<file path="src/rtl/awg_param_ctrl.sv">
// rtl/awg_param_ctrl.sv - pushbutton-driven parameter registers for the waveform generators
module awg_param_ctrl #(
  parameter int unsigned DEBOUNCE_CYCLES = 500000,
  parameter int unsigned REPEAT_DELAY    = 25000000,
  parameter int unsigned REPEAT_PERIOD   = 5000000,
  parameter int unsigned FREQ_STEP       = 16,
  parameter int unsigned PHASE_STEP      = 8
) (
  input  logic        clk,
  input  logic        rst,
  input  logic        btn_mode,
  input  logic        btn_up,
  input  logic        btn_down,
  output logic [11:0] state_freq,
  output logic [2:0]  state_amp,
  output logic [7:0]  state_phase,
  output logic [1:0]  wave_sel,
  output logic [3:0]  wave_en,
  output logic [1:0]  edit_sel
);

  localparam int DBW = $clog2(DEBOUNCE_CYCLES + 1);
  localparam int RPW = $clog2(REPEAT_DELAY + 1);
  localparam logic [DBW-1:0] DB_LAST   = DBW'(DEBOUNCE_CYCLES - 1);
  localparam logic [RPW-1:0] RP_FIRE   = RPW'(REPEAT_DELAY - 1);
  localparam logic [RPW-1:0] RP_RELOAD = RPW'(REPEAT_DELAY - REPEAT_PERIOD);
  localparam logic [12:0]    F_STEP    = 13'(FREQ_STEP);
  localparam logic [7:0]     P_STEP    = 8'(PHASE_STEP);

  typedef enum logic [1:0] {F_FREQ = 2'd0, F_AMP = 2'd1, F_PHASE = 2'd2, F_WAVE = 2'd3} field_e;

  // Button index: 0 = mode, 1 = up, 2 = down.
  logic [2:0]     btn_raw;
  logic [2:0]     sync1_q, sync2_q, deb_q, deb_prev_q, press;
  logic [DBW-1:0] db_cnt_q [3];

  assign btn_raw = {btn_down, btn_up, btn_mode};
  assign press   = deb_q & ~deb_prev_q;

  always_ff @(posedge clk) begin
    if (rst) begin
      sync1_q    <= '0;
      sync2_q    <= '0;
      deb_q      <= '0;
      deb_prev_q <= '0;
      for (int i = 0; i < 3; i++) db_cnt_q[i] <= '0;
    end else begin
      sync1_q    <= btn_raw;
      sync2_q    <= sync1_q;
      deb_prev_q <= deb_q;
      for (int i = 0; i < 3; i++) begin
        if (sync2_q[i] == deb_q[i]) begin
          db_cnt_q[i] <= '0;
        end else if (db_cnt_q[i] == DB_LAST) begin
          deb_q[i]    <= sync2_q[i];
          db_cnt_q[i] <= '0;
        end else begin
          db_cnt_q[i] <= db_cnt_q[i] + DBW'(1);
        end
      end
    end
  end

  logic mode_p, up_p, dn_p;
  assign mode_p = press[0];
  assign up_p   = press[1];
  assign dn_p   = press[2];

  field_e field_q, field_d;
  logic   rep_field;

  always_ff @(posedge clk) begin
    if (rst) field_q <= F_FREQ;
    else     field_q <= field_d;
  end

  always_comb begin
    field_d = field_q;
    if (mode_p) field_d = field_e'(field_q + 2'd1);
  end

  always_comb begin
    edit_sel  = field_q;
    rep_field = (field_q == F_FREQ) || (field_q == F_PHASE);
  end

  // Once both directions are held together, repeat stays off until both are released.
  logic           block_q, block_d, rep_run, rep_fire;
  logic [RPW-1:0] rep_cnt_q, rep_cnt_d;

  always_comb begin
    block_d  = (block_q | (deb_q[1] & deb_q[2])) & (deb_q[1] | deb_q[2]);
    rep_run  = (deb_q[1] ^ deb_q[2]) & ~block_q & rep_field;
    rep_fire = rep_run && (rep_cnt_q == RP_FIRE);
    if (!rep_run || up_p || dn_p || mode_p) rep_cnt_d = '0;
    else if (rep_fire)                      rep_cnt_d = RP_RELOAD;
    else                                    rep_cnt_d = rep_cnt_q + RPW'(1);
  end

  logic up_ev, dn_ev, step_up, step_dn;
  assign up_ev   = (up_p | (rep_fire & deb_q[1])) & ~mode_p;
  assign dn_ev   = (dn_p | (rep_fire & deb_q[2])) & ~mode_p;
  assign step_up = up_ev & ~dn_ev;
  assign step_dn = dn_ev & ~up_ev;

  logic [11:0] freq_q, freq_d;
  logic [2:0]  amp_q, amp_d;
  logic [7:0]  phase_q, phase_d;
  logic [1:0]  wave_q, wave_d;
  logic [3:0]  wave_en_q, wave_en_d;
  logic [12:0] freq_sum, freq_dif;

  always_comb begin
    freq_d   = freq_q;
    amp_d    = amp_q;
    phase_d  = phase_q;
    wave_d   = wave_q;
    freq_sum = {1'b0, freq_q} + F_STEP;
    freq_dif = {1'b0, freq_q} - F_STEP;
    case (field_q)
      F_FREQ: begin
        if (step_up) freq_d = (freq_sum > 13'd4095) ? 12'd4095 : freq_sum[11:0];
        if (step_dn) freq_d = (freq_dif[12] || freq_dif == 13'd0) ? 12'd1 : freq_dif[11:0];
      end
      F_AMP: begin
        if (step_up && amp_q != 3'd7) amp_d = amp_q + 3'd1;
        if (step_dn && amp_q > 3'd1)  amp_d = amp_q - 3'd1;
      end
      F_PHASE: begin
        if (step_up) phase_d = phase_q + P_STEP;
        if (step_dn) phase_d = phase_q - P_STEP;
      end
      default: begin
        if (step_up) wave_d = wave_q + 2'd1;
        if (step_dn) wave_d = wave_q - 2'd1;
      end
    endcase
    wave_en_d = 4'b0001 << wave_d;
  end

  always_ff @(posedge clk) begin
    if (rst) begin
      freq_q    <= 12'd16;
      amp_q     <= 3'd1;
      phase_q   <= 8'd0;
      wave_q    <= 2'd0;
      wave_en_q <= 4'b0001;
      block_q   <= 1'b0;
      rep_cnt_q <= '0;
    end else begin
      freq_q    <= freq_d;
      amp_q     <= amp_d;
      phase_q   <= phase_d;
      wave_q    <= wave_d;
      wave_en_q <= wave_en_d;
      block_q   <= block_d;
      rep_cnt_q <= rep_cnt_d;
    end
  end

  assign state_freq  = freq_q;
  assign state_amp   = amp_q;
  assign state_phase = phase_q;
  assign wave_sel    = wave_q;
  assign wave_en     = wave_en_q;

endmodule
</file>
<file path="config.mk">
export PLATFORM = sky130hd
export DESIGN_NAME = awg_param_ctrl
export DESIGN_NICKNAME = d
export VERILOG_FILES = /design/src/rtl/awg_param_ctrl.sv
export SDC_FILE = /design/constraint.sdc
export NUM_CORES = 1
export LEC_CHECK = 0
export CAP_MARGIN = 20
export CORE_MARGIN = 2
export CORE_UTILIZATION = 55
export DETAILED_ROUTE_END_ITERATION = 10
export PLACE_DENSITY = 0.77
export SETUP_SLACK_MARGIN = 0.3
export SKIP_CTS_REPAIR_TIMING = 1
export SYNTH_ARGS = -nofsm -noshare
export SYNTH_HDL_FRONTEND = slang
export SYNTH_SLANG_ARGS = --single-unit
</file>
<file path="constraint.sdc">
create_clock -name clk -period 3.15 [get_ports clk]
set_input_delay 0.315 -clock clk [delete_from_list [all_inputs] [get_ports clk]]
set_output_delay 0.315 -clock clk [all_outputs]
set_load 0.005 [all_outputs]
</file>
# Word level (Yosys, flattened, before mapping)
# Memories as Yosys holds them, arrays and structs flattened.
# Index checks and enable logic that the tools add are counted.
# W data, S select, Z words.
word_totals:
  inputBits: 5
  elab_cells: 153
  reg_bits: 69
  output_inout_bits: 31
  n_memories: 1
  ramBits: 57
mem_list:
  columns: ["memory", "words", "width", "rd", "rd_clocked_by_memory_dff", "wr", "line_no", "rtl"]
  rows:
  - ["db_cnt_q", 3, 19, 3, 0, 3, "35", "logic [DBW-1:0] db_cnt_q [3];"]
op_classes:
  addsub: 13
  magnitude_cmp: 2
  n_shift: 1
  mux: 56
  reduce_logical: 22
  n_eq_ne: 10
  n_bitwise: 33
op_table:
  columns: ["operator", "n"]
  rows:
  - ["$mux W19", 9]
  - ["$add A19 B1 Y19 const B", 3]
  - ["$eq A19 B19 Y1 const B", 3]
  - ["$mux W12", 4]
  - ["$mux W1", 35]
  - ["$add A25 B1 Y25 const B", 1]
  - ["$eq A25 B25 Y1 const B", 1]
  - ["$mux W25", 1]
  - ["$mux W8", 2]
  - ["$add A12 B5 Y13 const B", 1]
  - ["$gt A13 B12 Y1 const B", 1]
  - ["$logic_not A13 Y1", 1]
  - ["$or A1 B1 Y1", 13]
  - ["$sub A12 B5 Y13 const B", 1]
  - ["$reduce_and A2 Y1", 6]
  - ["$and A1 B1 Y1", 10]
  - ["$add A8 B4 Y8 const B", 1]
  - ["$sub A8 B4 Y8 const B", 1]
  - ["$not A1 Y1", 7]
  - ["$mux W2", 3]
  - ["$mux W3", 2]
  - ["$reduce_or A3 Y1", 2]
  - ["$logic_or A1 B1 Y1", 5]
  - ["$add A2 B1 Y2 const B", 2]
  - ["other kinds (17)", 22]

# Logic depth before layout (Yosys ltp)
depth:
  depth_word: 13
  ltp_mapped: 13
  ltp_nobuf: 13

# Least setup slack after synthesis
# No wires, ideal clock.
synth_timing:
  kind: "reg2reg"
  start: "register deb_q[1]"
  end: "register phase_q[7] (netlist: state_phase[7])"
  setup_ns: 0.070
  required_time_ns: 3.080
  path_slack_ns: 0.066
  stages_incl_launch_ff: 14
  t_arrival_ns: 3.013
  path_cell_list: "dfxtp_1 inv_1 ha_1 o2111ai_1 or4_4 nand2_1 nand3_1 ha_1 fa_1 a21o_1 a21oi_1 xnor2_1 or3_1 a21oi_1"
synth_between:
  elab_chain_cells: 11
  elab_cells_between_ends: 18
synth_lines:
  columns: ["element", "line_no", "rtl"]
  rows:
  - ["from (decl)", "34", "logic [2:0] sync1_q, sync2_q, deb_q, deb_prev_q, press;"]
  - ["from (signal, indexed assignment)", "55", "deb_q[i] <= sync2_q[i];"]
  - ["$xor A1 B1 Y1", "93", "rep_run = (deb_q[1] ^ deb_q[2]) & ~block_q & rep_field;"]
  - ["$and A1 B1 Y1 (2 in a row)", "93", null]
  - ["$logic_and A1 B1 Y1", "94", "rep_fire = rep_run && (rep_cnt_q == RP_FIRE);"]
  - ["$and A1 B1 Y1 (on tied branches)", "102, 101", null]
  - ["$or A1 B1 Y1 (on tied branches)", "102, 101", null]
  - ["$and A1 B1 Y1 (on tied branches)", "102, 101", null]
  - ["$not A1 Y1 (on tied branches)", "103, 104", null]
  - ["$and A1 B1 Y1 (on tied branches)", "103, 104", null]
  - ["$reduce_bool A2 Y1 (no line)", null, null]
  - ["$reduce_and A2 Y1 (no line)", null, null]
  - ["to (signal assigned)", "153", "phase_q <= phase_d;"]
  - ["to (decl)", "108", "logic [7:0] phase_q, phase_d;"]
# Parallel ways exist; a longest one is shown, timed or not.
# A chain may end at the register's enable or synchronous reset.

# Worst setup path after layout
layout_timing:
  start: "register rep_cnt_q[7]"
  end: "register phase_q[7] (netlist: state_phase[7])"
layout_between:
  elab_chain_cells: 9
  elab_cells_between_ends: 15
layout_lines:
  columns: ["element", "line_no", "rtl"]
  rows:
  - ["from (decl)", "89", "logic [RPW-1:0] rep_cnt_q, rep_cnt_d;"]
  - ["from (signal assigned)", "157", "rep_cnt_q <= rep_cnt_d;"]
  - ["$eq A25 B25 Y1 (*)", "94", null]
  - ["$logic_and A1 B1 Y1 (*)", "94", null]
  - ["$and A1 B1 Y1 (on tied branches)", "102, 101", null]
  - ["$or A1 B1 Y1 (on tied branches)", "102, 101", null]
  - ["$and A1 B1 Y1 (on tied branches)", "102, 101", null]
  - ["$not A1 Y1 (on tied branches)", "103, 104", null]
  - ["$and A1 B1 Y1 (on tied branches)", "103, 104", null]
  - ["$reduce_bool A2 Y1 (no line)", null, null]
  - ["$reduce_and A2 Y1 (no line)", null, null]
# Every way passes the cells marked *; elsewhere a longest branch is shown, timed or not.

==> impl_metrics.tcl <==
set metrics [dict create \
    finalWorstPathRequiredPeriod_ps 2940 \
    nets 843 \
    setup_viol 0 \
    required_ps 3500 \
    grt-ovfl-total 0 \
    place_area_sq_um 7350 \
    cts_buffer_depth 2 \
    antenna_found_initial 0 \
    post-route-period-util_pct 93.5 \
    postLayoutCellArea_sq_um 8220 \
    io_pins 36 \
    criticalPathCategory "reg -> reg" \
    cp.arrival_ps 3290 \
    relSlewSlack_pct 31.1 \
    synth_top_flop_cell "dfxtp_1" \
    post-route-util_pct 69.0 \
    worst_pin_slew_ps 1020 \
    dpl.cell_count 931 \
    clkLatencyLatePin_ps 410 \
    fin_cells 974 \
    gp_congestion 0.916 \
    drt-total-wl_microns 14400 \
    wl_per_cell_microns 14.8 \
    gr-usage-all-layers_pct 22.4 \
    diodes 0 \
    maxCapViolations 0 \
    yosysWarnings 0 \
    syn_to_final_growth_pct 23.0 \
    status "finished clean" \
    synth_area_leaders "edfxtp_1 (26%), dfxtp_1 (19%), xnor2_1 (7.2%)" \
    path_cells "nor4b_4 -> o2111ai_2 -> or4_4 -> nand2_4 -> nand3_4 -> ha_4 -> fa_2 -> a21o_1 -> a21oi_2 -> xnor2_1 -> or3_1 -> a21oi_1" \
    cp-start-kind "flop" \
    hold_path.class "reg -> reg" \
    crit_path_top_delay_cell "or4_4" \
    place_ws_ps 62.9 \
    max-vdd-ir-drop_mv 0.359 \
    cts_tree "yes" \
    hold_slack_ps 439 \
    rsz0062_at_grt "yes" \
    syn-cell-area_sq_um 6680 \
    rrSetupSlack_ps 210 \
    coreArea_sq_um 11900 \
    synth.avg_cell_area_sq_um 9.29 \
    layout-drive-gt1-share_pct 12.3 \
    cts.clk_slew.worst_paths_ps 60 \
    io_buffers 32 \
    setup_slack_ps 205 \
    ys_ff_latch 121 \
    grt_max_degree 34 \
    total_power_mw 3.74 \
    die_w_microns 114 \
    clock-sinks 121 \
    power.leakage_nw 2.89 \
    synth_top_cell_by_area "edfxtp_1" \
    netlist.area_leader.share_pct 25.6 \
    drt_iter0_drc 282 \
    h-tree-depth 4 \
    final-hold-violation-count 0 \
    cts_root_buf "clkbuf_16" \
    fin_skew_ps 7.61 \
    num_vias 5388 \
    p_per_area_nw_per_um2 455 \
    fmax_mhz 340 \
    yosysUniqueCellTypes 59 \
    die-area_sq_um 13000 \
    drt_first_pass_iters 6 \
    synth_cells 719 \
    ys_seq_area_share_pct 44.8 \
    antenna_left 0 \
    initial_core_util_pct 56.1 \
    vias_per_cell 5.53 \
    grt_pass1_wl_microns 23500 \
    ys_async_sr_fraction_pct 0 \
    dpl.hpwl_microns 9610 \
    fin_setup_tns_ps 0 \
    cpPeakStageDelay_ps 550 \
    slew_violations 0 \
    synth-edff-count 57 \
    dieHeight_microns 114 \
    critPathCaptureType "flop" \
    drc 0 \
    grt_pass1_vias 5184 \
    cts_buffers 17 \
    critPathMaxFanout 5 \
    row_count 40 \
]
power by group:
part	total (mW)	switching (mW)	internal, mW
Combinational	0.0817	0.0482	0.0334
Sequential	1.71	0.0353	1.68
Clock	1.94	0.700	1.24
critical path, delay by kind of cell, from the launching register on:
kind | cells | cell delay (ps)
AND/OR/NAND/NOR | 5 | 1300
AO/OA/AOI/OAI | 4 | 580
adder cells (fa/ha/maj) | 2 | 540
flip-flops | 1 | 360
XOR/XNOR | 1 | 90
path summary, 6_finish.rpt:
| check | startpoint | to | cells after the start |
|---|---|---|---|
| worst min register to register | sync1_q[1] | sync2_q[1] | 1 |
| worst max-delay path | rep_cnt_q[7] | state_phase[7] | 12 |
| worst max register to register | rep_cnt_q[7] | state_phase[7] | 12 |
| worst min-delay path | sync1_q[1] | sync2_q[1] | 1 |
metal layers:
layer / part of all wire, % / track usage [%]
met1: 44 / 27.9
met2: 50 / 37.7
met4: 1.7 / 8.86
met3: 3.8 / 5.51
met5: 0 / 0
cell families after synthesis:
group,count (synthesis),synth area share [%]
and+or+nand+nor,341,26.4
DFF,121,44.8
xor gates and xnor gates,92,12.1
AOI/OAI and AO/OA,75,7.23
buffers and inverters,59,4.08
adders and majority gates,24,4.61
muxes,5,0.749
other,2,0.112
flip-flops by register name, summed over array words and instances, names as in the netlist:
| signal | count |
|---|---|
| wave_en | 4 |
| state_freq | 10 |
| edit_sel | 2 |
| block_q | 1 |
| deb_prev_q | 3 |
| sync1_q | 3 |
| state_amp | 3 |
| sync2_q | 3 |
| state_phase | 5 |
| deb_q | 3 |
| rep_cnt_q | 25 |
| db_cnt_q | 57 |
| wave_sel | 2 |
layout make-up:
cell class | count | area, sq um
multi-input cells | 597 | 3840
fillers | 914 | 3690
flip-flops and latches | 121 | 3010
clock buffers | 22 | 518
repair buffers | 52 | 482
well taps | 147 | 184
inverters | 25 | 100
clock inverters | 10 | 85.1
cell usage in the layout, fill, tap and decap left out, types with 12 or more instances in the layout:
| master | instances |
|---|---|
| nor2_1 | 120 |
| nor3_1 | 18 |
| nand3_1 | 40 |
| xnor2_1 | 55 |
| nand2_1 | 38 |
| clkdlybuf4s50_1 | 32 |
| and3_1 | 17 |
| xor2_1 | 37 |
| buf_4 | 17 |
| edfxtp_1 | 57 |
| clkbuf_16 | 20 |
| nor2b_1 | 15 |
| dfxtp_1 | 55 |
| ha_1 | 16 |
| conb_1 | 60 |
| nand4_1 | 16 |
| and4_1 | 12 |
| o21ai_0 | 17 |
| inv_1 | 20 |
cells in the mapped netlist (2+ instances only):
| master | instances |
|---|---|
| or3_1 | 8 |
| o31ai_1 | 2 |
| a311oi_1 | 2 |
| edfxtp_1 | 57 |
| a21oi_1 | 15 |
| xnor2_1 | 55 |
| and2_1 | 5 |
| nor4_1 | 9 |
| clkbuf_1 | 11 |
| nor3b_1 | 2 |
| nor4b_1 | 6 |
| mux2i_1 | 5 |
| o21ai_0 | 20 |
| o21ai_1 | 2 |
| inv_1 | 25 |
| a211oi_1 | 5 |
| and3_1 | 20 |
| nor3_1 | 18 |
| nor2_1 | 121 |
| conb_1 | 2 |
| nand3b_1 | 2 |
| o211ai_1 | 4 |
| buf_1 | 3 |
| or4b_1 | 2 |
| nand4_1 | 16 |
| nand2_1 | 40 |
| a21o_1 | 3 |
| and4_1 | 12 |
| o21ba_2 | 2 |
| or4_4 | 2 |
| buf_4 | 8 |
| o21a_1 | 3 |
| ha_1 | 23 |
| nor2b_1 | 17 |
| nand2b_1 | 10 |
| a31oi_1 | 7 |
| xor2_1 | 37 |
| dfxtp_1 | 64 |
| nand3_1 | 41 |
| or4_1 | 2 |
| nor4_2 | 3 |
| buf_2 | 11 |
Power figures use the tool's default switching activity.
